--- src/rtl/i2c_target.sv ---
`timescale 1ns/1ps
// I2C target: oversamples SCL/SDA, answers a fixed 7-bit address, and moves
// bus bytes into an RX FIFO (writes) or out of a TX FIFO (reads). SDA is open-drain.
module i2c_target #(
  parameter int I2C_DATA_WIDTH = 8,
  parameter int I2C_ADDR_WIDTH = 7,
  parameter int I2C_FIFO_WIDTH = 8,
  parameter logic [I2C_ADDR_WIDTH-1:0] SLV_ADDR = 7'h50
) (
  input  logic                      clk,
  input  logic                      rst_n,
  input  logic                      scl_in,
  input  logic                      sda_in,
  output logic                      sda_oe,
  output logic                      fifo_wr_en,
  output logic [I2C_FIFO_WIDTH-1:0] fifo_wr_data,
  input  logic                      f_full,
  output logic                      fifo_read_en,
  input  logic [I2C_FIFO_WIDTH-1:0] fifo_read_data,
  input  logic                      f_empty,
  output logic                      busy,
  output logic                      rw,
  output logic                      rx_overflow,
  output logic                      tx_underrun
);

  localparam logic [3:0] BITS = 4'(I2C_DATA_WIDTH);
  localparam logic [3:0] LAST = BITS - 4'd1;

  typedef enum logic [3:0] {
    ST_IDLE,
    ST_ADDR,
    ST_ADDR_ACK,
    ST_RX_BYTE,
    ST_RX_ACK,
    ST_TX_LOAD,
    ST_TX_BYTE,
    ST_TX_ACK,
    ST_WAIT_STOP
  } state_t;

  // Bit 1 is SCL, bit 0 is SDA; idle bus level is high, so reset to 1.
  logic [1:0] sync1_reg, sync2_reg, hist_reg;

  always_ff @(posedge clk or negedge rst_n) begin
    if (!rst_n) begin
      sync1_reg <= 2'b11;
      sync2_reg <= 2'b11;
      hist_reg  <= 2'b11;
    end else begin
      sync1_reg <= {scl_in, sda_in};
      sync2_reg <= sync1_reg;
      hist_reg  <= sync2_reg;
    end
  end

  logic scl_s, sda_s, scl_d, sda_d;
  logic scl_rise, scl_fall, sda_rise, sda_fall;
  logic start_det, stop_det;

  assign scl_s     = sync2_reg[1];
  assign sda_s     = sync2_reg[0];
  assign scl_d     = hist_reg[1];
  assign sda_d     = hist_reg[0];
  assign scl_rise  = scl_s & ~scl_d;
  assign scl_fall  = ~scl_s & scl_d;
  assign sda_rise  = sda_s & ~sda_d;
  assign sda_fall  = ~sda_s & sda_d;
  assign start_det = sda_fall & scl_s & scl_d;
  assign stop_det  = sda_rise & scl_s & scl_d;

  state_t                    state_reg, state_next;
  logic [3:0]                bit_cnt_reg, bit_cnt_next;
  logic [I2C_DATA_WIDTH-1:0] shift_reg, shift_next;
  logic                      sda_oe_reg, sda_oe_next;
  logic                      busy_reg, busy_next;
  logic                      rw_reg, rw_next;
  logic                      popped_reg, popped_next;
  logic                      load_phase_reg, load_phase_next;
  logic                      acked_reg, acked_next;
  logic                      wr_en_reg, wr_en_next;
  logic [I2C_FIFO_WIDTH-1:0] wr_data_reg, wr_data_next;
  logic                      rd_en_reg, rd_en_next;
  logic                      rx_ovf_reg, rx_ovf_next;
  logic                      tx_und_reg, tx_und_next;

  logic [I2C_DATA_WIDTH-1:0] shifted_in;
  logic [I2C_DATA_WIDTH-1:0] load_byte;

  assign shifted_in = {shift_reg[I2C_DATA_WIDTH-2:0], sda_s};
  assign load_byte  = popped_reg ? fifo_read_data : '1;

  always_ff @(posedge clk or negedge rst_n) begin
    if (!rst_n) begin
      state_reg      <= ST_IDLE;
      bit_cnt_reg    <= '0;
      shift_reg      <= '0;
      sda_oe_reg     <= 1'b0;
      busy_reg       <= 1'b0;
      rw_reg         <= 1'b0;
      popped_reg     <= 1'b0;
      load_phase_reg <= 1'b0;
      acked_reg      <= 1'b0;
      wr_en_reg      <= 1'b0;
      wr_data_reg    <= '0;
      rd_en_reg      <= 1'b0;
      rx_ovf_reg     <= 1'b0;
      tx_und_reg     <= 1'b0;
    end else begin
      state_reg      <= state_next;
      bit_cnt_reg    <= bit_cnt_next;
      shift_reg      <= shift_next;
      sda_oe_reg     <= sda_oe_next;
      busy_reg       <= busy_next;
      rw_reg         <= rw_next;
      popped_reg     <= popped_next;
      load_phase_reg <= load_phase_next;
      acked_reg      <= acked_next;
      wr_en_reg      <= wr_en_next;
      wr_data_reg    <= wr_data_next;
      rd_en_reg      <= rd_en_next;
      rx_ovf_reg     <= rx_ovf_next;
      tx_und_reg     <= tx_und_next;
    end
  end

  always_comb begin
    state_next      = state_reg;
    bit_cnt_next    = bit_cnt_reg;
    shift_next      = shift_reg;
    sda_oe_next     = sda_oe_reg;
    busy_next       = busy_reg;
    rw_next         = rw_reg;
    popped_next     = popped_reg;
    load_phase_next = load_phase_reg;
    acked_next      = acked_reg;
    wr_data_next    = wr_data_reg;
    wr_en_next      = 1'b0;
    rd_en_next      = 1'b0;
    rx_ovf_next     = 1'b0;
    tx_und_next     = 1'b0;

    // Bus conditions override any byte in flight; a partial byte is dropped.
    if (start_det) begin
      state_next   = ST_ADDR;
      bit_cnt_next = '0;
      sda_oe_next  = 1'b0;
    end else if (stop_det) begin
      state_next  = ST_IDLE;
      sda_oe_next = 1'b0;
      busy_next   = 1'b0;
    end else begin
      case (state_reg)
        ST_IDLE: begin
          sda_oe_next = 1'b0;
        end
        ST_ADDR: begin
          if (scl_rise && bit_cnt_reg != BITS) begin
            shift_next   = shifted_in;
            bit_cnt_next = bit_cnt_reg + 4'd1;
            if (bit_cnt_reg == LAST) begin
              if (shifted_in[I2C_DATA_WIDTH-1:1] == SLV_ADDR) begin
                rw_next = shifted_in[0];
              end else begin
                state_next = ST_WAIT_STOP;
                busy_next  = 1'b0;
              end
            end
          end else if (scl_fall && bit_cnt_reg == BITS) begin
            sda_oe_next = 1'b1;
            busy_next   = 1'b1;
            state_next  = ST_ADDR_ACK;
          end
        end
        ST_ADDR_ACK: begin
          if (scl_fall) begin
            sda_oe_next = 1'b0;
            if (!rw_reg) begin
              state_next   = ST_RX_BYTE;
              bit_cnt_next = '0;
            end else begin
              rd_en_next      = !f_empty;
              popped_next     = !f_empty;
              load_phase_next = 1'b0;
              state_next      = ST_TX_LOAD;
            end
          end
        end
        ST_RX_BYTE: begin
          if (scl_rise && bit_cnt_reg != BITS) begin
            shift_next   = shifted_in;
            bit_cnt_next = bit_cnt_reg + 4'd1;
          end else if (scl_fall && bit_cnt_reg == BITS) begin
            if (!f_full) begin
              wr_en_next   = 1'b1;
              wr_data_next = shift_reg;
              sda_oe_next  = 1'b1;
            end else begin
              rx_ovf_next = 1'b1;
            end
            state_next = ST_RX_ACK;
          end
        end
        ST_RX_ACK: begin
          if (scl_fall) begin
            sda_oe_next  = 1'b0;
            bit_cnt_next = '0;
            state_next   = ST_RX_BYTE;
          end
        end
        ST_TX_LOAD: begin
          // First cycle is the pop itself; FIFO data is valid on the second.
          if (!load_phase_reg) begin
            load_phase_next = 1'b1;
          end else begin
            shift_next   = load_byte;
            tx_und_next  = !popped_reg;
            sda_oe_next  = ~load_byte[I2C_DATA_WIDTH-1];
            bit_cnt_next = '0;
            state_next   = ST_TX_BYTE;
          end
        end
        ST_TX_BYTE: begin
          if (scl_fall) begin
            if (bit_cnt_reg == LAST) begin
              sda_oe_next = 1'b0;
              acked_next  = 1'b0;
              state_next  = ST_TX_ACK;
            end else begin
              shift_next   = {shift_reg[I2C_DATA_WIDTH-2:0], 1'b1};
              sda_oe_next  = ~shift_reg[I2C_DATA_WIDTH-2];
              bit_cnt_next = bit_cnt_reg + 4'd1;
            end
          end
        end
        ST_TX_ACK: begin
          if (scl_rise) begin
            if (sda_s) state_next = ST_WAIT_STOP;
            else       acked_next = 1'b1;
          end else if (scl_fall && acked_reg) begin
            acked_next      = 1'b0;
            rd_en_next      = !f_empty;
            popped_next     = !f_empty;
            load_phase_next = 1'b0;
            state_next      = ST_TX_LOAD;
          end
        end
        ST_WAIT_STOP: begin
          sda_oe_next = 1'b0;
        end
        default: begin
          state_next  = ST_IDLE;
          sda_oe_next = 1'b0;
        end
      endcase
    end
  end

  assign sda_oe       = sda_oe_reg;
  assign fifo_wr_en   = wr_en_reg;
  assign fifo_wr_data = wr_data_reg;
  assign fifo_read_en = rd_en_reg;
  assign busy         = busy_reg;
  assign rw           = rw_reg;
  assign rx_overflow  = rx_ovf_reg;
  assign tx_underrun  = tx_und_reg;

endmodule

--- config.mk ---
export PLATFORM = sky130hd
export DESIGN_NAME = i2c_target
export DESIGN_NICKNAME = d
export VERILOG_FILES = /design/src/rtl/i2c_target.sv
export SDC_FILE = /design/constraint.sdc
export NUM_CORES = 1
export LEC_CHECK = 0
export CORE_MARGIN = 2
export CORE_UTILIZATION = 50
export CTS_CLUSTER_SIZE = 20
export DETAILED_ROUTE_END_ITERATION = 12
export PLACE_DENSITY = 0.76
export RECOVER_POWER = 25
export SYNTH_ARGS = -nofsm -noshare
export SYNTH_HDL_FRONTEND = slang
export SYNTH_SLANG_ARGS = --single-unit
--- constraint.sdc ---
create_clock -name clk -period 2 [get_ports clk]
set_input_delay 0.5 -clock clk [delete_from_list [all_inputs] [get_ports clk]]
set_output_delay 0.5 -clock clk [all_outputs]
set_load 0.1 [all_outputs]
== Word level (Yosys, flattened, before mapping) ==
Cells that the tools add are included.

* Input port bits: 14
* Bits in read-only memories: 0
* Output and inout bits: 15
* Register bits: 40
* Bits in latches: 0
* Memories kept: 0
* Bits in writable memories: 0
* Word-level logic and storage cells: 202

* Bitwise operators: 18
* Mux-type cells: 89
* Magnitude comparators: 0
* Div/mod/pow operators: 0
* $mul: 0
* Reductions and logical operators: 26
* Shift-type cells: 0
* Add/sub/neg operators: 1
* Equal/unequal tests: 51

{| class="wikitable"
|+ Operator list
! cell !! number
|-
| two-way mux 4 bit || 25
|-
| two-way mux 1 bit || 50
|-
| != test 4 bit, second input constant || 11
|-
| two-way mux 8 bit || 5
|-
| one-hot mux 4 bit (8 select lines) || 1
|-
| != test 3 bit, second input constant || 10
|-
| AND reduction 7 bit || 4
|-
| != test 5 bit, second input constant || 5
|-
| one-hot mux 8 bit (3 select lines) || 1
|-
| == test 4 x 3 -> 1 bit, second input constant || 5
|-
| one-hot mux 4 bit (5 select lines) || 1
|-
| != test 2 bit, second input constant || 9
|-
| AND reduction 9 bit || 2
|-
| AND reduction 13 bit || 1
|-
| AND reduction 6 bit || 2
|-
| NOT 1 bit || 10
|-
| nonzero test 3 bit || 3
|-
| bitwise AND 1 bit || 8
|-
| == test 4 x 2 -> 1 bit, second input constant || 2
|-
| == test 4 bit, second input constant || 2
|-
| == test 7 bit, second input constant || 1
|-
| != test 3 x 1 -> 1 bit, second input constant || 2
|-
| one-hot mux 1 bit (2 select lines) || 3
|-
| one-hot mux 1 bit (6 select lines) || 1
|-
| other kinds (14) || 21
|}

== Depth between registers and ports, before layout ==
* Word-level depth: 8
* Mapped depth: 9
* Depth with buffers taken out: 8

== Worst setup path after synthesis ==
No wires, ideal clock.

* Path type: register -> register
* Start: register rw_reg, in the netlist rw
* End: register bit_cnt_reg[2]
* Path slack: -34 ps
* Path buffers: 0
* Arrival: 1916 ps
* Clock period less this slack: 2034 ps
* Setup time: 118 ps
* Cell stages (with the launch flop): 7
* Required time: 1882 ps
* Cells stage by stage: dfrtp_1 nand2b_1 o2bb2ai_1 nor4b_4 a21boi_1 o21bai_1 a21o_1

* Cells in the longest elaborated chain, start to end: 2

{| class="wikitable"
|+ RTL lines
! what !! line !! text
|-
| from (decl) || 77 || <nowiki>logic rw_reg, rw_next;</nowiki>
|-
| from (signal assigned) || 115 || <nowiki>rw_reg <= rw_next;</nowiki>
|-
| != test 3 bit (no source line) || -- ||
|-
| AND reduction 9 bit (no source line) || -- ||
|-
| to (signal assigned) || 111 || <nowiki>bit_cnt_reg <= bit_cnt_next;</nowiki>
|-
| to (decl) || 73 || <nowiki>logic [3:0] bit_cnt_reg, bit_cnt_next;</nowiki>
|}

Every way passes these cells.
A chain may end at the register's enable or synchronous reset.

== Worst setup path in the final report ==
* Start: register bit_cnt_reg[0]
* End: register wr_data_reg[6], in the netlist fifo_wr_data[6]

* Cells in the longest elaborated chain, start to end: 4
* Elaborated cells on any way between the ends: 6
* Those cells by class: eq/ne (2); bitwise (1); reduce/logical (3)

{| class="wikitable"
|+ RTL lines
! what !! line !! text
|-
| != test 4 bit || 190 || <nowiki>if (scl_rise && bit_cnt_reg != BITS) begin</nowiki>
|-
| logical AND 1 bit || 190 ||
|-
| NOT 1 bit (no source line) || -- ||
|-
| AND reduction 6 bit (no source line) * || -- ||
|-
| to (signal assigned) || 120 || <nowiki>wr_data_reg <= wr_data_next;</nowiki>
|-
| to (decl) || 82 || <nowiki>logic [I2C_FIFO_WIDTH-1:0] wr_data_reg, wr_data_next;</nowiki>
|}

Every way passes the cells marked *; elsewhere a longest branch is shown, timed or not.

==> flow_summary.yaml <==
synthesis:
  synthFlopType: "dfrtp_1"
  netlist_instances: 220
  synthesis.nets: 236
  synth-seq-area-share: 0.446
  async_flop_share: 1.00
  synth_area_um2: 2260
  synth_seq_cells: 40
  synth_area_per_cell_um2: 10.3
  synth_edf_count: 0
  ys_types: 60
  yosys_warnings: 0
routing:
  wl_um: 5730
  vias: 1953
  antenna_left: 0
  wl_per_cell_um: 17.4
  firstDrtPassIters: 4
  drcViolationCount: 0
  initialDrtViolationCount: 147
  viasPerCell: 5.92
floorplanning:
  die_h_um: 71.3
  die_width_um: 71.3
  core_um2: 4350
  start_util: 0.520
  design.portCount: 29
  die_area_um2: 5080
  rows: 24
power_and_ir_drop:
  ir_drop_uv: 788
  p_leak_nw: 1.34
  powerDensity_nw_per_um2: 1070
clocking:
  cts_tree: "done"
  insertion_delay_ns: 0.30
  cts-root-buf: "clkbuf_8"
  clockBufferDepth: 2
  htreeDepth: 2
  cts_buffers: 5
  clkTransAtPathRegs_ns: 0.07
  cts_num_sinks: 40
  hold_buffers: 0
critical_path:
  crit_end: "fifo_wr_data[6]$_DFFE_PN0P_"
  rrSetupSlack_ns: -0.03
  crit_slowest_cell: "dfrtp_1"
  cp_cell_sequence: "inv_1 > ha_2 > nand3b_1 > nor2_2 > buf_6 > and4b_1 > buf_12 > mux2_4"
  startpoint_type: "flop"
  end_kind: "flop"
  rr_worst_depth: 8
  rr_startpoint: "bit_cnt_reg[0]$_DFFE_PN0P_"
  path_class: "reg -> reg"
  path_max_fanout: 9
  critPathArrivalTime_ns: 2.21
  crit_start: "bit_cnt_reg[0]$_DFFE_PN0P_"
  rr_endpoint: "fifo_wr_data[6]$_DFFE_PN0P_"
  worstPathRequired_ns: 2.18
  slowest_delay_ns: 0.42
place:
  place.gp.congestion: 0.887
  io_buffers: 28
  place_ws_ns: -0.118
  hpwlAfterDp_um: 4000
timing:
  drv_slew: 0
  fin_setup_tns_ns: -0.171
  skew_ns: 0.0119
  rsz0062_at_grt: "true"
  maxSlewHeadroom: 0.339
  setup_slack_ns: -0.0273
  timing.final.crit_period_ns: 2.03
  fmax_mhz: 493
  hold_viol: 0
  finalSetupViolations: 13
  worst_pin_slew_ns: 0.992
  holdWs_ns: 0.358
  post-route-period-util: 1.01
worst_hold_path:
  hold_class: "reg -> reg"
grt:
  grt_pass1_wl_um: 9370
  antenna_found_initial: 0
  grt-ovfl-total: 0
  grt_pass1_vias: 1922
  grt_max_degree: 41
  grt_usage: 0.238
flow_run:
  cap_violations: 0
outcome:
  status: "complete, but fails checks"
  violations: "setup timing"
layout:
  area_delta_synth_final_pct: 39.8
  layout.nets: 293
  insertedDiodeCount: 0
  drive_gt1_frac: 0.388
power breakdown:
group	switching (mW)	internal (mW)	leakage (nW)
Clock	0.298	0.441	0.0645
Sequential	0.213	0.953	0.514
Combinational	0.753	0.742	0.764
layout by cell type (no fill, tap or decap), drive strengths merged, types with 9 or more instances in the layout:
cell	synthesis	routed
clkdlybuf4s50	0	12
nor3	9	9
nand3b	9	9
nor2	16	16
buf	12	50
dfrtp	34	34
o21ai	15	15
inv	13	13
mux2	13	13
nand2	15	15
what timing repair did:
item | in CTS | in global routing
setup endpoints to repair | 8 | 25
resized for setup | 13 | 21
setup buffers | 2 | 3
pin swaps | 2 | 12
cell families after synthesis:
family                     after synthesis  share of synthesized area
adders and majority gates                2                     0.0111
xor gates and xnor gates                 2                    0.00774
muxes                                   14                     0.0691
and+or+nand+nor                         79                      0.220
DFF                                     40                      0.446
AOI/OAI and AO/OA                       57                      0.188
buffers and inverters                   26                     0.0581
stage by stage:
stage | power [mW] | instance area [um2] | utilization | instances
global placement | 2.40 | 2880 | 0.661 | 318
floorplan | 2.03 | 2260 | - | 220
CTS | 3.34 | 3080 | 0.707 | 328
detailed placement | 2.45 | 2880 | 0.661 | 318
finish | 3.40 | 3160 | 0.726 | 330
global route | 3.58 | 3160 | 0.726 | 330
synthesized netlist by cell type, drive strengths merged, types with 3 or more instances:
| library cell | instances | share of area |
|---|---|---|
| buf | 12 | 0.035 |
| a21oi | 7 | 0.015 |
| nand3b | 9 | 0.030 |
| nand2 | 15 | 0.025 |
| nor3 | 9 | 0.027 |
| nand3 | 3 | 0.0066 |
| dfrtp | 34 | 0.38 |
| o22ai | 3 | 0.011 |
| mux2 | 13 | 0.065 |
| nor2b | 4 | 0.011 |
| nor4b | 3 | 0.025 |
| o211ai | 8 | 0.027 |
| o21ai | 15 | 0.033 |
| inv | 13 | 0.022 |
| dfstp | 6 | 0.070 |
| nand2b | 7 | 0.019 |
| nor2 | 16 | 0.029 |
final cells by class:
class / instances / area [um2]
sequential: 40 / 1010
clock buffer: 7 / 96.3
timing repair buffer: 63 / 668
fill: 290 / 1190
multi-input combinational: 154 / 1240
inverter: 13 / 48.8
clock inverter: 1 / 30.0
tap: 52 / 65.1
worst max-delay path: cells and delay by family (launching register included):
family / cells / cell delay [ns]
flip-flops: 1 / 0.42
AND/OR/NAND/NOR: 3 / 0.67
adder cells (fa/ha/maj): 1 / 0.15
multiplexers: 1 / 0.30
buffers and inverters: 3 / 0.36
metal layers:
| metal | part of all wire | global-route usage |
|---|---|---|
| met4 | 0.017 | 0.0797 |
| met5 | 0 | 0 |
| met1 | 0.45 | 0.329 |
| met3 | 0.055 | 0.0549 |
| met2 | 0.47 | 0.373 |
worst min path at each step:
stage / cells after the start / startpoint / to / slack [ns]
after floorplan: 0 / rst_n / acked_reg$_DFFE_PN0P_ / 0.20
after detailed placement: 0 / sync1_reg[0]$_DFF_PN1_ / sync2_reg[0]$_DFF_PN1_ / 0.35
after CTS: 2 / rst_n / fifo_wr_data[1]$_DFFE_PN0P_ / 0.26
after global routing: 0 / sync1_reg[0]$_DFF_PN1_ / sync2_reg[0]$_DFF_PN1_ / 0.36
final: 0 / sync1_reg[0]$_DFF_PN1_ / sync2_reg[0]$_DFF_PN1_ / 0.36
after global placement: 0 / sync1_reg[0]$_DFF_PN1_ / sync2_reg[0]$_DFF_PN1_ / 0.35
Power figures use the tool's default switching activity.
